`src/rtl/fmadd_pkg.sv`:
```
// Shared definitions for the FMAdd significand path: CLA group geometry and
// the per-group stage-1 result record used by eac_carry_resolve_pipe.
package fmadd_pkg;

    localparam int CLA_GRP_WIDTH = 25;
    localparam int N_CLA_GROUPS  = 2;
    localparam int ADDER_WIDTH   = CLA_GRP_WIDTH * N_CLA_GROUPS;

    // One carry-lookahead group after stage 1: both candidate sums plus the
    // group-generate / group-propagate flags that stage 2 uses to pick one.
    typedef struct packed {
        logic [CLA_GRP_WIDTH-1:0] sum;     // group sum with carry-in 0
        logic [CLA_GRP_WIDTH-1:0] sum_p1;  // group sum with carry-in 1
        logic                     gg;      // carry-out with carry-in 0
        logic                     gp;      // carry-in 1 ripples to carry-out
    } grp_res_t;

endpackage

```
`src/rtl/eac_carry_chain.sv`:
```
// Combinational end-around carry resolution across CLA groups.
// c_o[0] is the wrap term (carry-out of the whole adder with carry-in 0);
// c_o[g] for g > 0 is the carry into group g given that wrap carry.
module eac_carry_chain
    import fmadd_pkg::*;
#(
    parameter int N_GROUPS = N_CLA_GROUPS
) (
    input  logic [N_GROUPS-1:0] gg_i,
    input  logic [N_GROUPS-1:0] gp_i,
    output logic [N_GROUPS-1:0] c_o
);

    logic [N_GROUPS-1:0] c;

    // Wrap carry first, then ripple it through the group generate/propagate terms.
    always_comb begin : carry_resolve
        logic wrap;
        logic term;
        // NOTE: every variable written here gets a value before any branch or
        // loop can skip it; a path that leaves one unassigned infers a latch.
        wrap = 1'b0;
        term = 1'b0;
        c    = '0;
        // A group's generate reaches the top only if every higher group propagates.
        // When all groups propagate there is no generate anywhere, so the wrap
        // term stays 0 and -0 is not incremented a second time.
        for (int j = 0; j < N_GROUPS; j++) begin
            term = gg_i[j];
            for (int k = j + 1; k < N_GROUPS; k++) begin
                term = term & gp_i[k];
            end
            wrap = wrap | term;
        end
        c[0] = wrap;
        for (int g = 1; g < N_GROUPS; g++) begin
            c[g] = gg_i[g-1] | (gp_i[g-1] & c[g-1]);
        end
    end

    assign c_o = c;

endmodule

```
`src/rtl/eac_carry_resolve_pipe.sv`:
```
// Two-stage pipelined end-around-carry (one's-complement) adder.
// Stage 1: per-group sum, sum+1, group generate and group propagate.
// Stage 2: end-around carry resolution and per-group select into the output regs.
// Optional feature macro: EAC_NEG_ZERO_FIX_EN (rewrite an all-ones result to +0).
// The stage-1 record type comes from fmadd_pkg, so overriding the group
// parameters also requires the matching package values.
module eac_carry_resolve_pipe
    import fmadd_pkg::grp_res_t;
#(
    parameter int  CLA_GRP_WIDTH = fmadd_pkg::CLA_GRP_WIDTH,
    parameter int  N_CLA_GROUPS  = fmadd_pkg::N_CLA_GROUPS,
    localparam int ADDER_WIDTH   = CLA_GRP_WIDTH * N_CLA_GROUPS
) (
    input  logic                   clk,
    input  logic                   rst_n,
    input  logic                   in_valid,
    output logic                   in_ready,
    input  logic [ADDER_WIDTH-1:0] a,
    input  logic [ADDER_WIDTH-1:0] b,
    output logic                   out_valid,
    input  logic                   out_ready,
    output logic [ADDER_WIDTH-1:0] sum,
    output logic                   sign,
    output logic                   is_zero
);

    localparam int GW = CLA_GRP_WIDTH;

    // Handshake / stall control
    logic s1_valid_q;
    logic out_valid_q;
    logic s2_adv;
    logic s1_adv;

    assign s2_adv   = !out_valid_q || out_ready;
    assign s1_adv   = !s1_valid_q  || s2_adv;
    assign in_ready = s1_adv;

    // Stage 1: per-group candidate sums and lookahead flags
    grp_res_t grp_d [N_CLA_GROUPS];
    grp_res_t grp_q [N_CLA_GROUPS];

    for (genvar g = 0; g < N_CLA_GROUPS; g++) begin : g_grp
        logic [GW-1:0] a_g;
        logic [GW-1:0] b_g;
        logic [GW:0]   raw;

        assign a_g = a[g*GW +: GW];
        assign b_g = b[g*GW +: GW];
        assign raw = {1'b0, a_g} + {1'b0, b_g};

        // Carry-in 1 only changes the carry-out when the cin=0 sum is all ones,
        // so gp is exactly "sum is all ones" and sum_p1 is sum + 1 truncated.
        assign grp_d[g].sum    = raw[GW-1:0];
        assign grp_d[g].sum_p1 = raw[GW-1:0] + GW'(1);
        assign grp_d[g].gg     = raw[GW];
        assign grp_d[g].gp     = &raw[GW-1:0];
    end

    // Stage-1 register: loads a new beat (or a bubble) whenever stage 1 may advance.
    always_ff @(posedge clk or negedge rst_n) begin
        if (!rst_n) begin
            s1_valid_q <= 1'b0;
            // NOTE: these data registers are flops, not a RAM, so clearing them
            // in reset costs nothing and keeps every stage register defined.
            for (int g = 0; g < N_CLA_GROUPS; g++) begin
                grp_q[g] <= '0;
            end
        end else if (s1_adv) begin
            // NOTE: sequential state uses non-blocking assignment so every flop
            // samples pre-edge values regardless of statement order.
            s1_valid_q <= in_valid;
            if (in_valid) begin
                grp_q <= grp_d;
            end
        end
    end

    // Stage 2: end-around carry resolution
    logic [N_CLA_GROUPS-1:0] gg_vec;
    logic [N_CLA_GROUPS-1:0] gp_vec;
    logic [N_CLA_GROUPS-1:0] carry;

    always_comb begin : flag_gather
        gg_vec = '0;
        gp_vec = '0;
        for (int g = 0; g < N_CLA_GROUPS; g++) begin
            gg_vec[g] = grp_q[g].gg;
            gp_vec[g] = grp_q[g].gp;
        end
    end

    eac_carry_chain #(
        .N_GROUPS (N_CLA_GROUPS)
    ) u_carry_chain (
        .gg_i (gg_vec),
        .gp_i (gp_vec),
        .c_o  (carry)
    );

    logic [ADDER_WIDTH-1:0] res;
    logic [ADDER_WIDTH-1:0] sum_d;
    logic                   is_zero_d;
    logic                   sign_d;

    // Per-group select of sum or sum+1, then zero detection on the final value.
    always_comb begin : result_select
        res = '0;
        for (int g = 0; g < N_CLA_GROUPS; g++) begin
            res[g*GW +: GW] = carry[g] ? grp_q[g].sum_p1 : grp_q[g].sum;
        end
`ifdef EAC_NEG_ZERO_FIX_EN
        // -0 is folded onto +0 so downstream only ever sees one zero encoding.
        sum_d     = (&res) ? '0 : res;
        is_zero_d = (res == '0) || (&res);
`else
        sum_d     = res;
        is_zero_d = (res == '0) || (&res);
`endif
        sign_d = sum_d[ADDER_WIDTH-1];
    end

    logic [ADDER_WIDTH-1:0] sum_q;
    logic                   sign_q;
    logic                   is_zero_q;

    // Output register: holds its beat while downstream stalls, else takes stage 1.
    always_ff @(posedge clk or negedge rst_n) begin
        if (!rst_n) begin
            out_valid_q <= 1'b0;
            sum_q       <= '0;
            sign_q      <= 1'b0;
            is_zero_q   <= 1'b0;
        end else if (s2_adv) begin
            out_valid_q <= s1_valid_q;
            if (s1_valid_q) begin
                sum_q     <= sum_d;
                sign_q    <= sign_d;
                is_zero_q <= is_zero_d;
            end
        end
    end

    assign out_valid = out_valid_q;
    assign sum       = sum_q;
    assign sign      = sign_q;
    assign is_zero   = is_zero_q;

endmodule
```
`config.mk`:
```
export PLATFORM = sky130hd
export DESIGN_NAME = eac_carry_resolve_pipe
export DESIGN_NICKNAME = d
export VERILOG_FILES = /design/src/rtl/fmadd_pkg.sv /design/src/rtl/eac_carry_chain.sv /design/src/rtl/eac_carry_resolve_pipe.sv
export SDC_FILE = /design/constraint.sdc
export NUM_CORES = 1
export LEC_CHECK = 0
export ABC_AREA = 1
export BUFFER_PORTS_ARGS = -buffer_cell sky130_fd_sc_hd__buf_2
export CAP_MARGIN = 20
export CORE_MARGIN = 1.5
export CORE_UTILIZATION = 50
export DETAILED_ROUTE_END_ITERATION = 7
export GPL_TIMING_DRIVEN = 0
export PLACE_DENSITY = 0.71
export REMOVE_ABC_BUFFERS = 1
export SYNTH_ARGS = -nofsm -noshare
export SYNTH_HDL_FRONTEND = slang
export SYNTH_SLANG_ARGS = --single-unit
```
`constraint.sdc`:
```
create_clock -name clk -period 2.3 [get_ports clk]
set_input_delay 0.46 -clock clk [delete_from_list [all_inputs] [get_ports clk]]
set_output_delay 0.46 -clock clk [all_outputs]
set_load 0.01 [all_outputs]
```
==> key figures <==
Placed design
  – Hpwl dp: 24.0 mm
  – Placer Congestion: 0.918
  – PortBufs: 157

Drt
  – Initial detailed-routing violation count: 973
  – Routed WL per cell: 13.6 um
  – DRT Pass-1 Iters: 6
  – Vias per cell: 5.23
  – ANT nets after route: 0
  – Via count: 12200
  – # DRC: 0
  – Total Wirelength: 32.0 mm

Job
  – Max-cap violations: 0

Global routing
  – Total gr overflow: 0
  – First-pass GRT wire length: 51.2 mm
  – Initial antenna violation count: 0
  – GRT Total Usage: 0.257
  – Largest net degree at the start of global routing: 108
  – Vias in the first global route: 10600

STA
  – Setup violations, final: 6
  – Slew margin rel.: 0.622
  – Clk_skew: 7.70 ps
  – Unrepaired setup endpoints after global routing: true
  – Max-slew violations: 0
  – Max Fclk: 428 MHz
  – Worst-Margin Slew: 566 ps
  – Final Hold Fails: 0
  – Final period util: 1.02
  – Min Tclk post-route: 2340 ps
  – Final WS setup: -35.2 ps
  – Final setup TNS: -115 ps

Floorplan
  – Die W: 157 um
  – Site Rows: 56
  – Core Box Area: 23300 um^2
  – Effective utilization at floorplan: 0.507
  – Ports: 158
  – Die area: 24600 um^2
  – Die Ht: 157 um

Setup path
  – Setup CP Type: in -> reg
  – Worst path cell trace: buf_6 > ha_4 > inv_2 > fa_2 > inv_2 > ha_4 > inv_2 > nor2_4 > nand2_2 > nor2_4 > nand3_4 > nor2_4 > nand4_1 > nor2_2 > nand3_2 > nand2_1 > nor2_1
  – CP Launch Type: input pin
  – Critical Path AT: 2640 ps
  – Reg2reg start: gg_vec[1]
  – CP Capture Type: flop
  – CP max stage cell: fa_2
  – Worst stage delay on the critical path: 450 ps
  – CP Data Required Time: 2610 ps
  – Max Fanout on Critical Path: 3
  – Critical path startpoint: b[0]

Logic synthesis
  – Post-synthesis compound-gate area fraction: 0.0979
  – Post-Synth Simple-Gate Area: 0.400
  – Synth top area cells: dfrtp_1, nand2_1, inv_1, nand3_1, nor2_1
  – Largest family of logic cells by synthesized area: simple AND/OR/NAND/NOR gates
  – Yosys reg bits: 157
  – Post-Synth XOR/XNOR Area: 0.00444
  – Synthesized area: 11800 um^2
  – Most frequent cell after synthesis: nand2_1
  – Async set-reset flop share out of synthesis: 1.00
  – Mux contribution to synthesized area: 0.00338
  – Syn Inst Count: 1841
  – Ys Warns: 0
  – Synth cell count leaders: nand2_1, inv_1, nor2_1
  – Netlist cell types: 42
  – Synth Area in Adders: 0.0584
  – Post-synth top area share: 0.332
  – Synthesized area per cell: 6.43 um^2
  – Largest area contributor in the netlist: dfrtp_1
  – Synth Flop Type: dfrtp_1
  – EDFF count, synth: 0
  – Register area share after synthesis: 0.332

Clocking
  – Worst skew pair latency: 420 ps
  – Clock Pin Slew Worst Setup and Hold Paths: 70 ps
  – H-tree depth: 4
  – Cts bufs inserted: 17
  – CTS tree: built
  – Longest Clk Path Bufs: 2
  – Clock sink total: 157
  – CTS Root Cell: clkbuf_16

Finish
  – Area delta synth->final: 22.7%
  – Total Nets Final: 2168
  – Layout cells sized above 1: 0.210
  – Diode count: 0

Power and ir drop
  – Seq pwr share: 0.350
  – Switch share: 0.390
  – Clock power frac: 0.266
  – Power Density: 766 nW/um^2
  – Cell-internal power: 6790 uW
  – Max VDD drop: 0.601 mV
  – P_leak: 0.00765 uW
  – Switching pwr: 4340 uW
  – Logic pwr share: 0.384
  – Pwr Total: 11100 uW

Hold path
  – Hold path start: out_ready
  – Hold Crit Class: in -> reg

Run status
  – Status: complete, but fails checks
  – Failing checks: setup timing
## repair_timing
item / CTS / global route
hold buffers: 1 / 0
resized for setup: 79 / 113
endpoints found under the hold margin: 50 / 0
buffers inserted: 14 / 16
pin swaps: 41 / 45
setup endpoints to repair: 32 / 48
cloned: 0 / 1
## stage by stage
step / hold slack (ps) / instance area, um^2 / setup slack (ps) / util / instances
2_1_floorplan: 164 / 11600 / -2350 / - / 1796
3_3_place_gp: 457 / 12800 / -5030 / 0.549 / 2272
3_5_place_dp: 394 / 13000 / -808 / 0.557 / 2278
4_1_cts: 331 / 14000 / -77.5 / 0.600 / 2325
5_1_grt: 351 / 14500 / -155 / 0.623 / 2342
6_report: 335 / 14500 / -35.2 / 0.623 / 2342
## worst paths after layout
kind / end / slack (ps) / depth (start not counted)
max: grp_q[78] / -40 / 17
min: out_valid / 340 / 4
max reg2reg: is_zero / 90 / 11
min reg2reg: grp_q[79] / 470 / 2
max in group asynchronous: sum[3] / 890 / 3
min in group asynchronous: grp_q[3] / 530 / 2
## power by group through the flow
stage / combinational (uW) / clock, uW / sequential, uW
after floorplan: 2390 / 0 / 4030
after global placement: 3740 / 0 / 3910
after detailed placement: 3870 / 0 / 3920
after CTS: 4040 / 3000 / 3880
after global routing: 4810 / 3140 / 3970
final: 4280 / 2960 / 3900
## critical path: cells and delay by family
| kind | cells | cell delay, ps |
|---|---|---|
| AND/OR/NAND/NOR | 10 | 1160 |
| adder cells (fa/ha/maj) | 3 | 730 |
| buffers and inverters | 4 | 290 |
## cells in the final DEF, fill, tap and decap left out, types with 7 or more instances in the layout
| master | instances |
|---|---|
| dfrtp_1 | 157 |
| buf_2 | 152 |
| o21ai_1 | 14 |
| o21ai_0 | 93 |
| o211ai_1 | 11 |
| o221ai_1 | 10 |
| ha_2 | 10 |
| nand3_4 | 7 |
| clkbuf_16 | 17 |
| inv_1 | 252 |
| nand3_1 | 121 |
| nand2_1 | 610 |
| ha_4 | 9 |
| nand4_1 | 42 |
| nand3b_1 | 8 |
| buf_4 | 28 |
| nor2_1 | 154 |
| inv_2 | 18 |
| nand2_2 | 55 |
| a21oi_1 | 40 |
| nor2_2 | 23 |
| nor4_1 | 7 |
| nor2_4 | 27 |
| o21a_1 | 10 |
| ha_1 | 33 |
| nand3_2 | 21 |
## per-layer routing
| layer | global-route usage | vias up | part of all wire |
|---|---|---|---|
| li1 | - | 6209 | - |
| met1 | 0.389 | 5671 | 0.49 |
| met2 | 0.394 | 339 | 0.44 |
| met3 | 0.0338 | 18 | 0.061 |
| met4 | 0.0463 | 0 | 0.0079 |
| met5 | 0 | - | 0 |
## sequential cells by signal (all words and copies together), names as in the netlist
register,count
out_valid,1
grp_q,100
sum,50
is_zero,1
gp_vec,2
gg_vec,2
s1_valid_q,1
## logic make-up (layout without fill, tap and decap cells)
kind of cell	count (synthesis)	in the layout
adder cells (fa/ha/maj)	54	54
multiplexers	4	4
AND/OR/NAND/NOR	1095	1096
flip-flops	157	157
AO/OA/AOI/OAI	206	206
XOR/XNOR	6	6
buffers and inverters	319	500
## area by class of cell
| type | count | area, um^2 |
|---|---|---|
| Timing Repair Buffer | 194 | 1210 |
| Inverter | 274 | 1040 |
| Clock buffer | 18 | 439 |
| Clock inverter | 14 | 183 |
| Tap cell | 319 | 399 |
| Sequential cell | 157 | 3930 |
| Fill cell | 2194 | 8800 |
| Multi-Input combinational cell | 1366 | 7330 |
No activity file was read; power rests on OpenSTA's default activity.
